--- src/rtl/crossbar_readout.sv ---
// -----------------------------------------------------------------------------
// crossbar_readout
//
// Purpose:
//   Read-side counterpart of the crossbar load register. A PIM_read strobe
//   in IDLE captures an N-bit crossbar row/result vector into a shadow
//   register. The vector is then streamed out LSB-first as W-bit beats over a
//   valid/ready handshake. The number of beats per read is NB = ceil(N/W).
//   The final beat is zero-padded above bit N-1.
//
// Optional feature:
//   CROSSBAR_READOUT_PARITY_EN
//      When defined, out_parity carries the even parity (^out_data) of the
//      current beat while out_valid=1, and is 0 otherwise.
//      When undefined, out_parity is tied to 0. The port list is unchanged.
//
// Ports:
//   clk         in   1   rising-edge clock
//   rst         in   1   synchronous reset, active-high
//   PIM_read    in   1   capture strobe, acted on only in IDLE
//   D           in   N   crossbar vector to read out
//   busy        out  1   high while streaming (SEND)
//   out_data    out  W   current beat
//   out_valid   out  1   beat valid
//   out_ready   in   1   consumer accepts the beat when out_valid && out_ready
//   out_last    out  1   high with the final beat (index NB-1)
//   out_parity  out  1   even parity of out_data (see optional feature)
//   done        out  1   one-cycle pulse after the final beat is accepted
//   overrun     out  1   sticky flag: PIM_read seen while not IDLE
// -----------------------------------------------------------------------------
module crossbar_readout #(
   parameter int N = 10,
   parameter int W = 2
) (
   input  logic         clk,
   input  logic         rst,
   input  logic         PIM_read,
   input  logic [N-1:0] D,
   output logic         busy,
   output logic [W-1:0] out_data,
   output logic         out_valid,
   input  logic         out_ready,
   output logic         out_last,
   output logic         out_parity,
   output logic         done,
   output logic         overrun
);

   localparam int NB = (N + W - 1) / W;
   localparam int IW = (NB > 1) ? $clog2(NB) : 1;
   localparam int SW = NB * W;
   localparam logic [IW-1:0] LAST_IDX = IW'(NB - 1);

   typedef enum logic {
      IDLE,
      SEND
   } state_t;

   state_t        state;
   state_t        state_next;
   logic [IW-1:0] idx;
   logic [SW-1:0] shadow;
   logic          fire;

   assign fire = out_valid && out_ready;

   // State register and datapath.
   // The shadow register is sized to a whole number of beats. This makes the
   // padding bits of the final beat always read as zero.
   always_ff @(posedge clk) begin
      if (rst) begin
         state   <= IDLE;
         idx     <= '0;
         shadow  <= '0;
         done    <= 1'b0;
         overrun <= 1'b0;
      end else begin
         state <= state_next;
         done  <= (state == SEND) && fire && out_last;
         if ((state == IDLE) && PIM_read) begin
            shadow <= SW'(D);
            idx    <= '0;
         end else if (fire) begin
            idx <= out_last ? '0 : idx + 1'b1;
         end
         // A strobe that arrives mid-stream is dropped. It is remembered here
         // until the next reset.
         if ((state != IDLE) && PIM_read) begin
            overrun <= 1'b1;
         end
      end
   end

   // Next-state logic.
   // The done cycle is already IDLE, so a strobe in that cycle starts a new
   // stream.
   always_comb begin
      state_next = state;
      case (state)
         IDLE: if (PIM_read) state_next = SEND;
         SEND: if (fire && out_last) state_next = IDLE;
         default: state_next = IDLE;
      endcase
   end

   // Output logic.
   // Beat outputs are driven only in SEND. Because idx only advances on a
   // handshake, the beat stays stable while the consumer stalls.
   always_comb begin
      busy      = 1'b0;
      out_valid = 1'b0;
      out_data  = '0;
      out_last  = 1'b0;
      if (state == SEND) begin
         busy      = 1'b1;
         out_valid = 1'b1;
         out_data  = shadow[idx*W +: W];
         out_last  = (idx == LAST_IDX);
      end
   end

`ifdef CROSSBAR_READOUT_PARITY_EN
   assign out_parity = out_valid ? ^out_data : 1'b0;
`else
   assign out_parity = 1'b0;
`endif

endmodule
--- config.mk ---
export PLATFORM = sky130hd
export DESIGN_NAME = crossbar_readout
export DESIGN_NICKNAME = d
export VERILOG_FILES = /design/src/rtl/crossbar_readout.sv
export SDC_FILE = /design/constraint.sdc
export NUM_CORES = 1
export LEC_CHECK = 0
export ABC_AREA = 1
export CORE_MARGIN = 2
export CORE_UTILIZATION = 35
export CTS_CLUSTER_SIZE = 12
export DETAILED_ROUTE_END_ITERATION = 10
export PLACE_DENSITY = 0.64
export RECOVER_POWER = 25
export SYNTH_ARGS = -nofsm -noshare
export SYNTH_HDL_FRONTEND = slang
export SYNTH_SLANG_ARGS = --single-unit
--- constraint.sdc ---
create_clock -name clk -period 1.23 [get_ports clk]
set_input_delay 0.1845 -clock clk [delete_from_list [all_inputs] [get_ports clk]]
set_output_delay 0.1845 -clock clk [all_outputs]
set_load 0.01 [all_outputs]
[After elaboration in Yosys (flattened, before gate mapping)]
Cells that the tools add are included.
Operators by class
  equality and inequality tests: 1
  shift-type cells: 1
  add/sub/neg operators: 1
  muxes and demuxes: 7
  bitwise operators: 1
  reductions and logical operators: 7
Operator list (number)
  $shiftx 10x5->2: 1
  $logic_and 1x1->1: 6
  $mux 1: 4
  $add 3x1->3 const B: 1
  $eq 3x3->1 const B: 1
  $mux 3: 1
  $mux 2: 1
  $pmux 1 s2: 1
  $reduce_or 2->1: 1
  $not 1->1: 1
Word-level totals
  output and inout bits: 8
  register bits: 16
  bits of input ports: 14
  word-level logic and storage cells: 23

[Longest topological paths before layout]
  depth after elaboration: 5
  mapped depth: 7
  depth with buffers taken out: 7

[Least setup slack after synthesis]
OpenSTA, ideal clock, no wires.
  path kind: register to register
  from: reg idx[0]
  to: reg idx[2]
  path buffers: 0
  data required time: 1.174 ns
  period minus slack after synthesis: 1.107 ns
  setup time: 0.056 ns
  stages on the path, launching flop included: 8
  arrival: 1.051 ns
  slack: 0.123 ns
  cells stage by stage: dfxtp_1 > inv_2 > ha_1 > nand2_1 > nor2_1 > nor2_1 > nand2_1 > inv_1
Between the ends
  longest elaborated chain between the ends: 3
  elaborated cells on any way between the ends: 4
  those cells by class: add/sub (1); eq/ne (1); mux (2)
RTL lines
  start, declared: RTL line 61  | logic [IW-1:0] idx;
  start signal, assigned: RTL line 84  | idx <= out_last ? '0 : idx + 1'b1;
  parallel branches: the longest is 2 deep, another holds $add 3x1->3
  $mux 3 *: RTL line 84
Every way passes the cells marked *.
A chain may end at the register's enable or synchronous reset.

[Worst setup path after layout]
  from: reg idx[0]
  to: out out_data[0]
Between the ends
  longest elaborated chain between the ends: 2
RTL lines
  $shiftx 10x5->2: RTL line 117  | out_data = shadow[idx*W +: W];
  $mux 2: RTL line 114  | if (state == SEND) begin
  end, declared: RTL line 40  | output logic [W-1:0] out_data,
No other way between the ends.

==> flow_summary_export.csv <==
group,metric,value,unit
drt,wl_per_cell,11.5,um
power_and_ir_drop,p_leak,0.000501,uW
timing,post-route-period-util,113,%
power_and_ir_drop,pwr-share-seq,51.3,%
clock_network,cts_buffers,3,
yosys,synthTopCellsByArea,"dfxtp_1, nor2_1, nand2_1",
yosys,synth_cell_types,19,
timing,timing.final.ws_setup,-0.159,ns
global_route,grt_pass1_vias,715,
worst_setup_path,r2r-start,"state$_SDFF_PP0_",
floorplan,floorplan.rows,16,
cells_and_area,num_antenna_cells,0,
clock_network,cts_tree,"yes",
timing,fmax,720,MHz
yosys,synth_xor_area_share,0,%
yosys,netlist_area,747,um2
drt,dr.pass1.iters,4,
worst_hold_path,min_path_cells,3,
yosys,synth_nets,123,
floorplan,die_x,50.2,um
worst_setup_path,arrival,1.20,ns
yosys,synth_top_family_by_area,"simple AND/OR/NAND/NOR gates",
power_and_ir_drop,combPwrFrac,17.2,%
timing,final.setup_skew,0.00600,ns
cells_and_area,nets,154,
worst_setup_path,cp_max_fo,8,
yosys,synth_seq_area_share,42.9,%
yosys,yosysMostFrequentCell,"nor2_1",
worst_setup_path,rr_endpoint,"idx[2]$_SDFFE_PP0P_",
floorplan,core,1980,um2
run_status,status,"finished, violations left",
drt,viasPerCell,4.73,
worst_setup_path,r2r_slack,0.07,ns
worst_setup_path,criticalPathCategory,"reg -> out",
clock_network,cts_sinks,16,
drt,num_vias,775,
power_and_ir_drop,p_int,831,uW
placed_design,gp_congestion,0.853,
placed_design,dp_hpwl,1.27,mm
worst_setup_path,critPathCapture,"out_data[0]",
timing,period_minus_slack,1.39,ns
worst_setup_path,worst_setup_path_end_kind,"output port",
clock_network,hold_buffers,0,
drt,first_iter_violations,8,
floorplan,die_h,50.2,um
timing,rsz0062_at_grt,"true",
floorplan,boundaryPins,22,
global_route,grt_overflow,0,
global_route,grt_max_degree,12,
power_and_ir_drop,ir_drop,696,uV
worst_hold_path,hold_path_class,"in -> reg",
yosys,yosys-top-cells-count,"nor2_1, nand2_1, dfxtp_1",
run,cap_violations,0,
worst_setup_path,crit_required,1.05,ns
floorplan,dieArea,2520,um2
run_status,violations,"setup timing",
yosys,avgSynthCellArea,6.98,um2
yosys,synth_edf_count,0,
yosys,ys_async_sr_fraction,0,%
yosys,synth_ff_type,"dfxtp_1",
yosys,ys_ff_latch,16,
yosys,yosys.area.top_type_share,42.9,%
yosys,synth_compound_area_share,11.1,%
power_and_ir_drop,netSwitchingFraction,25.9,%
timing,setup_viol,3,
drt,final_antenna_net_count,0,
drt,drc_errors,0,
worst_setup_path,start_kind,"register",
worst_setup_path,startpoint,"idx[0]$_SDFFE_PP0P_",
placed_design,pre_cts_ws,-0.296,ns
clock_network,clkLatencyLatePin,0.29,ns
clock_network,clk_pin_slew,0.10,ns
yosys,synth_area_leader_cell,"dfxtp_1",
timing,hold_slack,0.469,ns
global_route,grt_use_total,16.2,%
clock_network,cts.path.max_buffers,2,
worst_setup_path,reg2reg_depth,7,
global_route,antenna_found_initial,0,
yosys,synthAdderAreaFrac,3.35,%
yosys,synth_simple_gate_area_share,32.2,%
timing,hold_violations,0,
power_and_ir_drop,p_switching,290,uW
floorplan,initial_core_util,37.7,%
power_and_ir_drop,power.density,1010,nW/um2
placed_design,port_buffers,20,
cells_and_area,drive_above_1_share,29.2,%
power_and_ir_drop,clkPwrFrac,31.5,%
yosys,synth.area.mux_share,0,%
timing,drv_slew,0,
drt,wirelength,1.89,mm
global_route,grt_pass1_wl,3.14,mm
cells_and_area,area_growth,49.2,%
clock_network,cts_root_buffer,"clkbuf_4",
yosys,netlist_instances,107,
clock_network,cts-htree-levels,1,
yosys,ys.warnings.count,0,
==> per-layer routing <==
metal | share of wire (%) | global-route usage [%] | wire length [um]
met1 | 43 | 19.8 | 815
met2 | 47 | 24.6 | 895
met3 | 7.0 | 7.14 | 132
met4 | 2.3 | 6.94 | 44
met5 | 0 | 0 | 0
==> kinds of logic (layout without fill, tap and decap cells) <==
| group | after synthesis | after routing |
|---|---|---|
| buf+inv | 14 | 44 |
| compound gates | 16 | 16 |
| flops | 16 | 16 |
| simple gates | 58 | 58 |
| fa+ha+maj | 2 | 2 |
| other cells | 1 | 1 |
==> per-stage QoR <==
| stage | setup TNS, ns | instance area (um2) | total power, uW | cells | utilization [%] |
|---|---|---|---|---|---|
| global route | -0.801 | 1110 | 1180 | 164 | 56.3 |
| floorplan | 0 | 747 | 677 | 107 | - |
| finish | -0.423 | 1110 | 1120 | 164 | 56.3 |
| detailed placement | -1.25 | 1030 | 771 | 159 | 51.8 |
| CTS | -0.431 | 1090 | 1120 | 164 | 54.9 |
| global placement | -1.06 | 1030 | 770 | 159 | 51.8 |
==> area by class of cell <==
cell class / count / area (um2)
Tap cell: 27 / 33.8
Sequential cell: 16 / 329
Multi-Input combinational cell: 77 / 403
Fill cell: 197 / 867
Timing Repair Buffer: 31 / 269
Clock buffer: 4 / 36.3
Inverter: 9 / 43.8
==> repair_timing <==
item | in CTS | in global routing
setup endpoints to repair | 9 | 7
gates cloned | 0 | 0
pin swaps | 3 | 5
setup buffers | 1 | 0
resized for setup | 30 | 14
==> power by group through the flow <==
stage               clock network [uW]  logic, uW  registers, uW
floorplan                            0       96.8            580
global placement                     0        187            584
detailed placement                   0        189            582
CTS                                363        191            571
global route                       392        214            579
finish                             353        193            575
==> worst min path at each step <==
stage	from	end	slack, ns
after detailed placement	overrun$_SDFFE_PP0P_	overrun$_SDFFE_PP0P_	0.46
after CTS	D[8]	shadow[8]$_SDFFE_PP0P_	0.46
after global placement	overrun$_SDFFE_PP0P_	overrun$_SDFFE_PP0P_	0.46
final	D[1]	shadow[1]$_SDFFE_PP0P_	0.47
after global routing	D[8]	shadow[8]$_SDFFE_PP0P_	0.46
after floorplan	rst	overrun$_SDFFE_PP0P_	0.26
==> sequential cells by signal, summed over array words and instances, names as in the netlist <==
signal and count:
done 1, idx 3, overrun 1, shadow 10, state 1
==> critical path, stage by stage (launching register included) <==
cell     delay, ns
dfxtp_4       0.39
inv_8         0.09
nand2_2       0.05
nand3_2       0.07
nand2_1       0.07
a21oi_2       0.11
buf_2         0.14
==> cells in the final DEF (no fill, tap or decap), drive strengths merged <==
| cell | count |
|---|---|
| a211oi | 1 |
| a21oi | 5 |
| buf | 13 |
| clkbuf | 7 |
| clkdlybuf4s50 | 13 |
| conb | 1 |
| dfxtp | 16 |
| dlygate4sd2 | 2 |
| ha | 2 |
| inv | 9 |
| nand2 | 22 |
| nand3 | 8 |
| nor2 | 26 |
| nor3 | 2 |
| o21ai | 10 |
Power figures use the tool's default switching activity.
